--- config.mk ---
export PLATFORM = sky130hd
export DESIGN_NAME = nbit_alu
export DESIGN_NICKNAME = d
export VERILOG_FILES = /design/src/rtl/alu_pkg.sv /design/src/rtl/nbit_adder.sv /design/src/rtl/nbit_alu.sv
export SDC_FILE = /design/constraint.sdc
export NUM_CORES = 1
export LEC_CHECK = 0
export ABC_AREA = 0
export ABC_CLOCK_PERIOD_IN_PS = 2900
export CAP_MARGIN = 30
export CORE_MARGIN = 3
export CORE_UTILIZATION = 55
export CTS_CLUSTER_DIAMETER = 120
export DETAILED_ROUTE_END_ITERATION = 7
export DONT_BUFFER_PORTS = 1
export PLACE_DENSITY = 0.77
export SYNTH_ARGS = -nofsm -noshare
export SYNTH_HDL_FRONTEND = slang
export SYNTH_SLANG_ARGS = --single-unit
--- constraint.sdc ---
create_clock -name clk -period 2.9 [get_ports clk]
set_clock_uncertainty 0.05 [all_clocks]
set_input_delay 0.435 -clock clk [delete_from_list [all_inputs] [get_ports clk]]
set_output_delay 0.435 -clock clk [all_outputs]
set_load 0.01 [all_outputs]
--- src/rtl/alu_pkg.sv ---
// Shared opcode constants for the N-bit ALU and its consumers.
package alu_pkg;

  localparam logic [2:0] OP_ADD = 3'b000;
  localparam logic [2:0] OP_SUB = 3'b001;
  localparam logic [2:0] OP_AND = 3'b010;
  localparam logic [2:0] OP_OR  = 3'b011;
  localparam logic [2:0] OP_XOR = 3'b100;
  localparam logic [2:0] OP_NOT = 3'b101;
  localparam logic [2:0] OP_INC = 3'b110;
  localparam logic [2:0] OP_DEC = 3'b111;

endpackage : alu_pkg

--- src/rtl/nbit_adder.sv ---
// Parameterised N-bit ripple-carry adder: {cout, sum} = a + b + cin.
module nbit_adder #(
  parameter int N = 4
) (
  input  logic [N-1:0] a,
  input  logic [N-1:0] b,
  input  logic         cin,
  output logic [N-1:0] sum,
  output logic         cout
);

  logic [N:0] w_carry;

  assign w_carry[0] = cin;

  // One full adder per bit, carry rippling from LSB to MSB.
  for (genvar gi = 0; gi < N; gi++) begin : g_fa
    assign sum[gi]          = a[gi] ^ b[gi] ^ w_carry[gi];
    assign w_carry[gi + 1]  = (a[gi] & b[gi]) | (w_carry[gi] & (a[gi] ^ b[gi]));
  end

  assign cout = w_carry[N];

endmodule : nbit_adder

--- src/rtl/nbit_alu.sv ---
// N-bit, 8-operation ALU with a single registered output stage.
// Every arithmetic mode shares one adder; subtraction and decrement add the
// one's complement and report borrow as the inverted adder carry.
module nbit_alu
  import alu_pkg::*;
#(
  parameter int N = 4
) (
  input  logic         clk,
  input  logic         rst,
  input  logic [N-1:0] A,
  input  logic [N-1:0] B,
  input  logic [2:0]   mode,
  input  logic         carry_in,
  output logic [N-1:0] Y,
  output logic         carry_out
);

  logic [N-1:0] w_add_b;
  logic         w_add_cin;
  logic [N-1:0] w_add_sum;
  logic         w_add_cout;
  logic [N-1:0] w_y_next;
  logic         w_co_next;
  logic [N-1:0] r_y;
  logic         r_co;

  // Select the adder's second operand and carry input for the current mode.
  always_comb begin
    w_add_b   = B;
    w_add_cin = carry_in;
    case (mode)
      OP_ADD: begin
        w_add_b   = B;
        w_add_cin = carry_in;
      end
      OP_SUB: begin
        // A - B - bin == A + ~B + ~bin (mod 2^N)
        w_add_b   = ~B;
        w_add_cin = ~carry_in;
      end
      OP_INC: begin
        w_add_b   = {N{1'b0}};
        w_add_cin = 1'b1;
      end
      OP_DEC: begin
        w_add_b   = {N{1'b1}};
        w_add_cin = 1'b0;
      end
      default: begin
        w_add_b   = B;
        w_add_cin = carry_in;
      end
    endcase
  end

  nbit_adder #(.N(N)) u_adder (
    .a    (A),
    .b    (w_add_b),
    .cin  (w_add_cin),
    .sum  (w_add_sum),
    .cout (w_add_cout)
  );

  // Choose the next result and flag; borrow modes invert the adder carry.
  always_comb begin
    w_y_next  = {N{1'b0}};
    w_co_next = 1'b0;
    case (mode)
      OP_ADD: begin
        w_y_next  = w_add_sum;
        w_co_next = w_add_cout;
      end
      OP_SUB: begin
        w_y_next  = w_add_sum;
        w_co_next = ~w_add_cout;
      end
      OP_AND: begin
        w_y_next  = A & B;
        w_co_next = 1'b0;
      end
      OP_OR: begin
        w_y_next  = A | B;
        w_co_next = 1'b0;
      end
      OP_XOR: begin
        w_y_next  = A ^ B;
        w_co_next = 1'b0;
      end
      OP_NOT: begin
        w_y_next  = ~A;
        w_co_next = 1'b0;
      end
      OP_INC: begin
        w_y_next  = w_add_sum;
        w_co_next = w_add_cout;
      end
      OP_DEC: begin
        w_y_next  = w_add_sum;
        w_co_next = ~w_add_cout;
      end
      default: begin
        w_y_next  = {N{1'b0}};
        w_co_next = 1'b0;
      end
    endcase
  end

  // Output pipeline register; synchronous reset overrides the operation.
  always_ff @(posedge clk) begin
    if (rst) begin
      r_y  <= {N{1'b0}};
      r_co <= 1'b0;
    end else begin
      r_y  <= w_y_next;
      r_co <= w_co_next;
    end
  end

  assign Y         = r_y;
  assign carry_out = r_co;

endmodule : nbit_alu

### Word-level counts from Yosys, hierarchy flattened

Cells that the tools add are included.

* equal/unequal tests: 7
* multiplexer cells: 4
* bitwise operators: 27
* reduce and logical (&&, ||, !) cells: 5

Operators by type and width (count)
* $pmux 4 s5: 1
* $eq 3x3->1 const B: 4
* $pmux 4 s3: 1
* $and 1x1->1: 8
* $not 4->4: 2
* $reduce_or 4->1: 2
* $xor 1x1->1: 8
* $eq 3x2->1 const B: 2
* $pmux 1 s3: 2
* $and 4x4->4: 1
* $or 1x1->1: 4
* $or 4x4->4: 1
* $reduce_or 2->1: 2
* $xor 4x4->4: 1
* $eq 3x1->1 const B: 1
* $logic_not 3->1: 1
* $not 1->1: 2

* flip-flop bits (word level): 5
* input bits: 14
* output and inout port bits: 5
* logic and storage cells: 45

### Logic depth before layout (Yosys ltp)

* depth after elaboration: 13
* mapped depth: 11
* depth with buffers taken out: 11

### By module

Synthesis repeated with hierarchy kept, for this count alone.

* cells, all modules: 104
* area, all modules: 850.8 um^2

Modules (own cells, without submodules)
* nbit_alu: times used 1, cells each 90, area an instance 733.2 um^2, seq. area each 100.1 um^2
* nbit_adder: times used 1, cells each 14, area an instance 117.6 um^2, seq. area each 0.0 um^2

### Worst setup path before layout

OpenSTA, ideal clock, no wires.

* path type: input to register
* start: in mode[1]
* end: reg r_y[3], in the netlist Y[3]
* setup time: 0.125 ns
* data arrival time: 2.975 ns
* required time: 2.725 ns
* slack: -0.250 ns
* stages on the path: 11
* path buffers: 1
* cell sequence: buf_4 nor2_1 a21oi_1 a22oi_1 fa_1 inv_1 fa_1 fa_1 fa_1 nor2b_1 o41a_1

* cells in the longest elaborated chain, start to end: 11
* elaborated cells between the ends (all ways): 26
* classes of those cells: eq/ne (7); mux (3); bitwise (14); reduce/logical (2)

RTL lines
* from (decl): RTL line nbit_alu.sv:13 `input logic [2:0] mode,`
* $eq 3x3->1 or $eq 3x1->1 (tied branches): RTL line nbit_alu.sv:32, nbit_alu.sv:69
* $pmux 4 s3: RTL line nbit_alu.sv:32 `case (mode)`
* $xor 1x1->1: RTL line nbit_adder.sv:19 `assign w_carry[gi + 1] = (a[gi] & b[gi]) | (w_carry[gi] & (a[gi] ^ b[gi]));`
* $and 1x1->1: RTL line nbit_adder.sv:19
* $or 1x1->1: RTL line nbit_adder.sv:19
* $and 1x1->1: RTL line nbit_adder.sv:19
* $or 1x1->1: RTL line nbit_adder.sv:19
* $and 1x1->1: RTL line nbit_adder.sv:19
* $or 1x1->1: RTL line nbit_adder.sv:19
* $xor 1x1->1: RTL line nbit_adder.sv:18 `assign sum[gi] = a[gi] ^ b[gi] ^ w_carry[gi];`
* $pmux 4 s5 *: RTL line nbit_alu.sv:69 `case (mode)`
* to (signal assigned): RTL line nbit_alu.sv:112 `r_y <= {N{1'b0}};`
* to (signal assigned): RTL line nbit_alu.sv:115 `r_y <= w_y_next;`
* to (decl): RTL line nbit_alu.sv:25 `logic [N-1:0] r_y;`

Mark *: on every way between the ends. The rest lies on a longest branch, timed or not.
A chain may end at the register's enable or synchronous reset.

### Final worst setup path

* start: in mode[2]
* end: reg r_y[3], in the netlist Y[3]

The elaborated chain is that of the path after synthesis.

==> impl_metrics.tcl <==
set metrics [dict create \
    start_util_pct 64.1 \
    cp.arrival_ns 2.93 \
    nFillCells 116 \
    powerDensity_mw_per_mm2 311 \
    rows 12 \
    start_kind "primary input" \
    sequentialPowerShare_pct 31.4 \
    cp_data_required_time_ns 2.96 \
    fmax_mhz 348 \
    synth_flop_cell "dfxtp_1" \
    cts_setup_buffers 0 \
    gr-max-usage-layer "met2" \
    clkPwrFrac_pct 28.0 \
    synth_area_um2 779 \
    grt_use_met3_pct 4.15 \
    setup_viol 0 \
    path_clk_slew_ns 0.04 \
    antenna_found_initial 0 \
    async_reset_ff_share_pct 0 \
    power_frac_comb_pct 40.6 \
    rsz0062_at_grt "true" \
    syn_inst 95 \
    grt_max_degree 22 \
    hold_slack_ns 0.241 \
    dpl.hpwl_um 1340 \
    drc_errors 0 \
    overflow 0 \
    tightest_slew_ns 0.301 \
    vias 670 \
    ys_ff_latch 5 \
    power_switching_mw 0.0811 \
    core_area_mm2 0.00122 \
    worstSetupPathType "in -> reg" \
    drt-total-wl_um 1710 \
    cts_root_buffer "clkbuf_4" \
    grt_pass1_wl_um 3020 \
    syn_to_final_growth_pct 11.2 \
    drive_gt1_share_pct 22.9 \
    critPathCaptureType "flop" \
    post-route-min-period_ns 2.87 \
    grt_use_met2_pct 31.4 \
    min_path_type "in -> reg" \
    routabilityCongestion 0.782 \
    drt-pass1-iter-count 4 \
    synth_edf_count 0 \
    avgSynthCellArea_um2 8.21 \
    synth_cell_types 35 \
    tns_ns 0 \
    cts_buffer_depth 2 \
    htreeDepth 1 \
    dieArea_mm2 0.00190 \
    swShare_pct 30.0 \
    max-vdd-ir-drop_mv 0.114 \
    grt_util_met1_pct 29.4 \
    nets 124 \
    holdBufCountCts 0 \
    ys_warn_count 0 \
    drtAntennaViolNets 0 \
    cts_tree "yes" \
    grt_pass1_vias 663 \
    diodes 0 \
    grt_usage_pct 20.6 \
    min_period_over_period_pct 99.0 \
    path_max_fanout 12 \
    status "finished clean" \
    syn-num-nets 122 \
    pre_cts_ws_ns -0.278 \
    port-buffer-count 0 \
    synth_seq_area_share_pct 12.8 \
    slew_headroom_pct 79.9 \
    p_leak_nw 0.371 \
    p_total_mw 0.270 \
    fin_ws_ns 0.0280 \
    die_w_um 43.6 \
    cts_buffers 3 \
    vias_per_cell 6.09 \
    hold_viol 0 \
    internal_power_mw 0.189 \
    drv_cap 0 \
    clock_sinks 5 \
    io_pins 19 \
    routedWlPerCell_um 15.5 \
    die_height_um 43.6 \
    drtIter0Drc 18 \
    slew_viol_final 0 \
]
state kept, by name, summed over array words and instances (netlist names):
name,cells
carry_out,1
Y,4
path summary, 6_finish.rpt:
check	start	to	slack, ns	depth (start not counted)
max	mode[2]	Y[3]	0.03	11
min	rst	carry_out	0.24	1
synthesized netlist by cell type, types with 3 or more instances:
| master | instances | area share [%] |
|---|---|---|
| ha_1 | 9 | 14 |
| fa_1 | 4 | 10 |
| nand3b_1 | 4 | 3.9 |
| o21ai_0 | 4 | 2.6 |
| inv_1 | 15 | 7.2 |
| nand2b_1 | 6 | 4.8 |
| a22o_1 | 3 | 3.4 |
| nor2_1 | 6 | 2.9 |
| dfxtp_1 | 5 | 13 |
| a21oi_1 | 8 | 5.1 |
| a41oi_1 | 3 | 3.4 |
per-layer routing:
layer | up-vias | share of wire (%)
met5 | - | 0
met4 | 0 | 0.23
met3 | 2 | 5.5
met2 | 21 | 48
met1 | 313 | 46
li1 | 334 | -
power groups by stage:
| stage | sequential, mW | clock, mW | combinational, mW |
|---|---|---|---|
| 2_1_floorplan | 0.0856 | 0 | 0.0960 |
| 3_3_place_gp | 0.0861 | 0 | 0.102 |
| 3_5_place_dp | 0.0861 | 0 | 0.107 |
| 4_1_cts | 0.0849 | 0.0777 | 0.107 |
| 5_1_grt | 0.0859 | 0.0886 | 0.124 |
| 6_report | 0.0848 | 0.0755 | 0.110 |
per-stage QoR:
stage / instances / utilization (%) / cell area [um^2]
after global placement: 106 / 67.7 / 823
after global routing: 110 / 71.3 / 867
final: 110 / 71.3 / 867
after floorplan: 95 / - / 837
after CTS: 110 / 69.9 / 850
after detailed placement: 106 / 67.7 / 823
layout by cell type (no fill, tap or decap), types with 2 or more instances in the layout:
master    count
fa_2          3
a41oi_1       3
inv_1        14
nand2b_1      5
nand2b_4      2
o41a_1        2
clkbuf_4      3
dfxtp_1       5
ha_1          8
buf_4         3
nand3b_1      4
nor2_1        4
a21oi_1       7
o21ai_0       3
a22o_1        3
final cells by class:
type,count,area [um^2],area share (%)
Timing Repair Buffer,3,22.5,2.60
Sequential cell,5,100,11.5
Inverter,15,56.3,6.49
Tap cell,14,17.5,2.02
Clock buffer,4,26.3,3.03
Multi-Input combinational cell,69,644,74.3
worst max-delay path: stages:
cell	delay [ns]
ha_4	0.14
nand2b_4	0.13
nor2_2	0.04
a311oi_2	0.26
fa_2	0.25
inv_2	0.04
fa_2	0.33
fa_2	0.36
fa_1	0.49
nor2b_2	0.16
o41a_1	0.31
cell families (layout without fill, tap and decap cells):
| group | count (synthesis) | after routing | synth area share (%) |
|---|---|---|---|
| AO/OA/AOI/OAI | 29 | 29 | 27.1 |
| XOR/XNOR | 2 | 2 | 2.25 |
| adder cells (fa/ha/maj) | 13 | 13 | 24.7 |
| buffers and inverters | 21 | 22 | 13.2 |
| flip-flops | 5 | 5 | 12.8 |
| AND/OR/NAND/NOR | 25 | 25 | 19.9 |
timing repair:
action                     in CTS  in global routing
gates resized for setup         0                  5
pin swaps                       2                  5
setup endpoints to repair       1                  1
(Power assumes the default switching activity.)
==> edit 1 (config.mk and constraints unchanged) <==
Register the inputs `A`, `B`, `mode` and `carry_in` before use, without a reset. The logic sees them one clock later.
--- a/src/rtl/nbit_alu.sv
+++ b/src/rtl/nbit_alu.sv
@@ -16,6 +16,18 @@
   output logic         carry_out
 );
 
+  logic [N-1:0] A_q;
+  logic [N-1:0] B_q;
+  logic [2:0] mode_q;
+  logic carry_q;
+
+  always_ff @(posedge clk) begin
+    A_q     <= A;
+    B_q     <= B;
+    mode_q  <= mode;
+    carry_q <= carry_in;
+  end
+
   logic [N-1:0] w_add_b;
   logic         w_add_cin;
   logic [N-1:0] w_add_sum;
@@ -27,17 +39,17 @@
 
   // Select the adder's second operand and carry input for the current mode.
   always_comb begin
-    w_add_b   = B;
-    w_add_cin = carry_in;
-    case (mode)
+    w_add_b   = B_q;
+    w_add_cin = carry_q;
+    case (mode_q)
       OP_ADD: begin
-        w_add_b   = B;
-        w_add_cin = carry_in;
+        w_add_b   = B_q;
+        w_add_cin = carry_q;
       end
       OP_SUB: begin
         // A - B - bin == A + ~B + ~bin (mod 2^N)
-        w_add_b   = ~B;
-        w_add_cin = ~carry_in;
+        w_add_b   = ~B_q;
+        w_add_cin = ~carry_q;
       end
       OP_INC: begin
         w_add_b   = {N{1'b0}};
@@ -48,14 +60,14 @@
         w_add_cin = 1'b0;
       end
       default: begin
-        w_add_b   = B;
-        w_add_cin = carry_in;
+        w_add_b   = B_q;
+        w_add_cin = carry_q;
       end
     endcase
   end
 
   nbit_adder #(.N(N)) u_adder (
-    .a    (A),
+    .a    (A_q),
     .b    (w_add_b),
     .cin  (w_add_cin),
     .sum  (w_add_sum),
@@ -66,7 +78,7 @@
   always_comb begin
     w_y_next  = {N{1'b0}};
     w_co_next = 1'b0;
-    case (mode)
+    case (mode_q)
       OP_ADD: begin
         w_y_next  = w_add_sum;
         w_co_next = w_add_cout;
@@ -76,19 +88,19 @@
         w_co_next = ~w_add_cout;
       end
       OP_AND: begin
-        w_y_next  = A & B;
+        w_y_next  = A_q & B_q;
         w_co_next = 1'b0;
       end
       OP_OR: begin
-        w_y_next  = A | B;
+        w_y_next  = A_q | B_q;
         w_co_next = 1'b0;
       end
       OP_XOR: begin
-        w_y_next  = A ^ B;
+        w_y_next  = A_q ^ B_q;
         w_co_next = 1'b0;
       end
       OP_NOT: begin
-        w_y_next  = ~A;
+        w_y_next  = ~A_q;
         w_co_next = 1'b0;
       end
       OP_INC: begin
Formal check against the unedited RTL: not equivalent (Yosys sat finds a counterexample within 4 cycles, from zero or initial values and one cycle with rst high).
==> edit 1 against the unedited design <==
The flow now finishes with violations (setup timing); worst setup slack lost 0.13 ns; cell area grew 33%; first-iteration DRC count shrank 61%; count of clock-buffer cells in the layout is the same; total power grew 93%; critical path depth is the same; synthesized area grew 32%; routed wire length grew 23%; combinational power grew 11%; sequential cell count grew 12; hold slack lost 0.13 ns.
==> edit 1: results (changes against the unedited design) <==
* Met3 global-route usage: 5.20% (+1.0 points)
* Fraction of power consumed by combinational cells: 23.5% (-17 points)
* Share of final-layout standard cells stronger than drive strength 1: 27.7% (+4.8 points)
- Maximum number of pins on one net before global-route repair: 17 (-23%)
- Final count of negative-setup-slack endpoints: 1 (+1)
- The met2 demand-to-capacity share in global routing came to 30.1% (-1.3 points).
* Via count of the first global-routing pass: 773 (+17%)
* Gates resized, CTS repair: 3 (+3)
- The detailed placer's ending HPWL came to 1660 microns (+23%).
* Met2 WL: 981 microns (+19%)
- Leakage power of the design: 0.497 nW (+34%)
- Portion of the post-synthesis area used by sequential elements: 33.2% (+20 points)
- The number of vias per cell is 5.77 (-5.2%).
- Max Root-Sink Buffers: 2 (unchanged)
- The power attributed to combinational cells is 0.122 mW (+11%).
- The number of CTS-inserted buffers was 3 (unchanged).
- Post-Layout Cell Count: 136 (+24%)
* Post-synth top cells: sky130_fd_sc_hd__dfxtp_1 (17), sky130_fd_sc_hd__inv_1 (15), sky130_fd_sc_hd__ha_1 (9)
- Top cells by area in the synthesized netlist: sky130_fd_sc_hd__dfxtp_1 (33%), sky130_fd_sc_hd__ha_1 (11%), sky130_fd_sc_hd__fa_1 (7.8%)
* WL final: 2100 microns (+23%)
- Worst Path Arrival: 3.14 ns (+0.21 ns)
- Post-Synth Adder-Cell Area: 18.8% (-5.9 points)
* Number of standard cells after synthesis: 106 (+12%)
- Unique masters post-synth: 39 (+11%)
- Post-Syn Nets: 133 (+9.0%)
* Clock input transition at the sequential cells of the worst setup and hold paths: 0.09 ns (+0.05 ns)
* Highest fanout seen on the critical path: 3 (-9)
* Violations in the final reports: setup timing
- The routability congestion estimate from global placement is 0.854 (+9.2%).
- The pre-CTS setup slack is -0.192 ns (+0.0856 ns).
- Cell-internal power: 0.367 mW (+94%)
- Worst stage delay on the critical path: 0.47 ns (-0.02 ns)
* Setup ws final: -0.103 ns (-0.131 ns)
- The detailed-routing wirelength on met1 came to 947 microns (+21%).
- The synthesized-area fraction occupied by ao, oa, aoi and oai cells was 20.9% (-6.3 points).
- Run status: finished with violations
* Routed met3 length: 106 microns (+14%)
- The part of the power in the clock network was 24.5% (-3.5 points).
- First-pass GRT wire length: 3570 microns (+18%)
* GR Util All Layers: 19.4% (-1.3 points)
[edit 1: worst paths after layout]
check,cells past startpoint,start,end
setup / recovery,11,mode_q[2],Y[3]
hold / removal,0,B[3],B_q[3]
setup reg to reg,11,mode_q[2],Y[3]
hold reg to reg,2,A_q[2],Y[2]
[edit 1: final cells by class]
cell class / instances / area, sq um
multi-input combinational: 68 / 637
sequential: 17 / 344
tap: 24 / 30.0
fill: 133 / 472
timing repair buffer: 8 / 63.8
clock buffer: 4 / 26.3
inverter: 15 / 56.3
[edit 1: critical path, delay by kind of cell, from the launching register on]
family          cells  cell delay [ns]
buf+inv             1             0.04
fa+ha+maj           5             1.56
compound gates      2             0.57
flops               1             0.37
simple gates        3             0.31
[edit 1: logic make-up (layout without fill, tap and decap cells)]
family | count (synthesis) | after routing
xor gates and xnor gates | 2 | 2
adders and majority gates | 13 | 13
DFF | 17 | 17
buffers and inverters | 21 | 27
AOI/OAI and AO/OA | 29 | 29
and+or+nand+nor | 24 | 24
==> edit 2 (same flow settings) <==
Made on the original files. `N` is set to 4 in 2 places; all go to 8.
--- a/src/rtl/nbit_adder.sv
+++ b/src/rtl/nbit_adder.sv
@@ -1,6 +1,6 @@
 // Parameterised N-bit ripple-carry adder: {cout, sum} = a + b + cin.
 module nbit_adder #(
-  parameter int N = 4
+  parameter int N = 8
 ) (
   input  logic [N-1:0] a,
   input  logic [N-1:0] b,
--- a/src/rtl/nbit_alu.sv
+++ b/src/rtl/nbit_alu.sv
@@ -4,7 +4,7 @@
 module nbit_alu
   import alu_pkg::*;
 #(
-  parameter int N = 4
+  parameter int N = 8
 ) (
   input  logic         clk,
   input  logic         rst,
Interface: changed (resized A, B and Y); port bits go from 19 to 31. The function was not compared with the original's and may differ.
==> edit 2 against the unedited design <==
The flow now finishes with violations (setup timing); routed wire length up 110%; total power up 77%; cell area up 82%; worst setup slack worse by 1.1 ns; synthesized area up 84%; critical path depth up 7; sequential cell count up 4; critical path type unchanged.
==> edit 2: results (changes against the unedited design) <==
- The flow ran to the end, but the final reports show violations.
- The checks that failed: setup timing.
- Antenna cell count: 0 (unchanged)
* Post-Layout Cell Count: 210 (+91%)
- Worst stage delay on the critical path: 0.48 ns
- Port-buffer cells: 0 (unchanged)
* Worst-path cell with the longest stage delay: sky130_fd_sc_hd__fa_1
* Number of buffers added by the clock tree synthesis step: 3 (unchanged)
* Critical path origin: mode[1]
- The detailed route wirelength on metal3 was 309 microns (+230%).
- In this run the clock root is driven by a sky130_fd_sc_hd__clkbuf_4.
* Post-synth top cells: sky130_fd_sc_hd__inv_1 (21), sky130_fd_sc_hd__ha_1 (17), sky130_fd_sc_hd__o21ai_0 (17)
- Cell count after placement: 204 (+92%)
- The detailed placer's ending HPWL is 2570 microns (+91%).
- Routability Congestion: 0.850 (+8.6%)
- Portion of the post-synthesis area used by sequential elements: 12.6% (-0.29 points)
- Number of filler cells placed in the layout: 196 (+69%)
- Final count of negative-setup-slack endpoints: 5 (+5)
* Met1 demand-to-capacity share in global routing: 30.7% (+1.3 points)
* Setup WS pre-CTS: -1.30 ns (-1.02 ns)
- The worst-case vdd ir drop was 0.259 mV (+130%).
- The number of detailed-route iterations in the first pass was 4 (unchanged).
- The mux contribution to synthesized area is 0% (unchanged).
- Top layer reached by signal wires: met4
- Headroom to the max-slew limit: 57.7% (-22 points)
- The global-route met3 utilization is 3.39% (-0.76 points).
- XOR/XNOR share of the synthesized area: 0.610% (-1.6 points)
* Maximum number of pins on one net before global-route repair: 33 (+50%)
- The final routed wire length divided by cell count came to 17.0 microns (+9.5%).
* Unique masters post-synth: 35 (unchanged)
* Leakage power of the design: 0.664 nW (+79%)
- The switching portion of total power was 34.8% (+4.7 points).
* Post-Synth Adder-Cell Area: 26.0% (+1.3 points)
- Post-placement cell area: 1500 sq um (+82%)
- Final layout net count: 230 (+85%)
- The met2 demand-to-capacity share in global routing is 36.1% (+4.7 points).
* First-pass GRT wire length: 6000 microns (+99%)
* DR vias/cell: 6.39 (+4.9%)
- The total of warnings raised by yosys is 0 (unchanged).
- The final setup slack of the worst path is -1.10 ns (-1.13 ns).
* Clock input transition at the sequential cells of the worst setup and hold paths: 0.06 ns (+0.02 ns)
- The mean area per synthesized cell is 8.02 sq um (-2.3%).
- Most used DFF post-synth: sky130_fd_sc_hd__dfxtp_1
- In this design, the largest share of critical-path delay is due to adder cells.
* Flip-flop count of the largest register after layout: 8 (+4)
* GR Util All Layers: 22.6% (+2.0 points)
* Area fraction in compound gates after synthesis: 23.2% (-3.9 points)
- Post-synth ARST share: 0% (unchanged)
- The fraction of layout instances using a drive strength above 1 was 21.4% (-1.5 points).
- The highest net fanout along the worst path is 22 (+10).
- The detailed-routing wirelength on met1 was 1450 microns (+85%).
- The iteration-0 DRC count of the detailed router came to 42 (+24).
- Top cells by area in the synthesized netlist: sky130_fd_sc_hd__ha_1 (15%), sky130_fd_sc_hd__dfxtp_1 (13%), sky130_fd_sc_hd__fa_1 (11%)
- The met2 routed wirelength came to 1740 microns (+110%).
- TNS Setup: -3.32 ns (-3.32 ns)
## edit 2: cell types whose count changed after synthesis, moves of 6 or more
cell                       change
sky130_fd_sc_hd__nor4b_1       +8
sky130_fd_sc_hd__nand2_1       +6
sky130_fd_sc_hd__inv_1         +6
sky130_fd_sc_hd__nor3b_1      +11
sky130_fd_sc_hd__a311oi_1      +7
sky130_fd_sc_hd__nor2_1        +6
sky130_fd_sc_hd__nor2b_1       +8
sky130_fd_sc_hd__o21ai_0      +13
sky130_fd_sc_hd__ha_1          +8
## edit 2: logic make-up (layout without fill, tap and decap cells)
| kind of cell | Yosys count | after routing |
|---|---|---|
| adder cells (fa/ha/maj) | 25 | 25 |
| buffers and inverters | 35 | 38 |
| AO/OA/AOI/OAI | 50 | 50 |
| AND/OR/NAND/NOR | 59 | 59 |
| flip-flops | 9 | 9 |
| XOR/XNOR | 1 | 1 |
## edit 2: final timing paths
check / to / slack [ns]
worst max-delay path: Y[7] / -1.10
worst min-delay path: Y[6] / 0.19
## edit 2: power by group through the flow
stage / logic (mW) / clock network [mW] / registers (mW)
after CTS: 0.211 / 0.0957 / 0.154
after detailed placement: 0.208 / 0 / 0.157
after floorplan: 0.182 / 0 / 0.156
after global routing: 0.256 / 0.0999 / 0.155
after global placement: 0.200 / 0 / 0.157
final: 0.229 / 0.0941 / 0.154
## edit 2: area by class of cell
cell class / count / area [sq um] / share of cell area [%]
inverters: 21 / 78.8 / 5.00
repair buffers: 13 / 97.6 / 6.19
flip-flops and latches: 9 / 180 / 11.4
clock buffers: 4 / 26.3 / 1.67
well taps: 28 / 35.0 / 2.22
multi-input cells: 135 / 1160 / 73.5
## edit 2: what timing repair did
action / 4_1_cts / 5_1_grt
buffers inserted: 1 / 1
endpoints found under the setup margin: 5 / 6
gates resized for setup: 2 / 9
pin swaps: 2 / 4
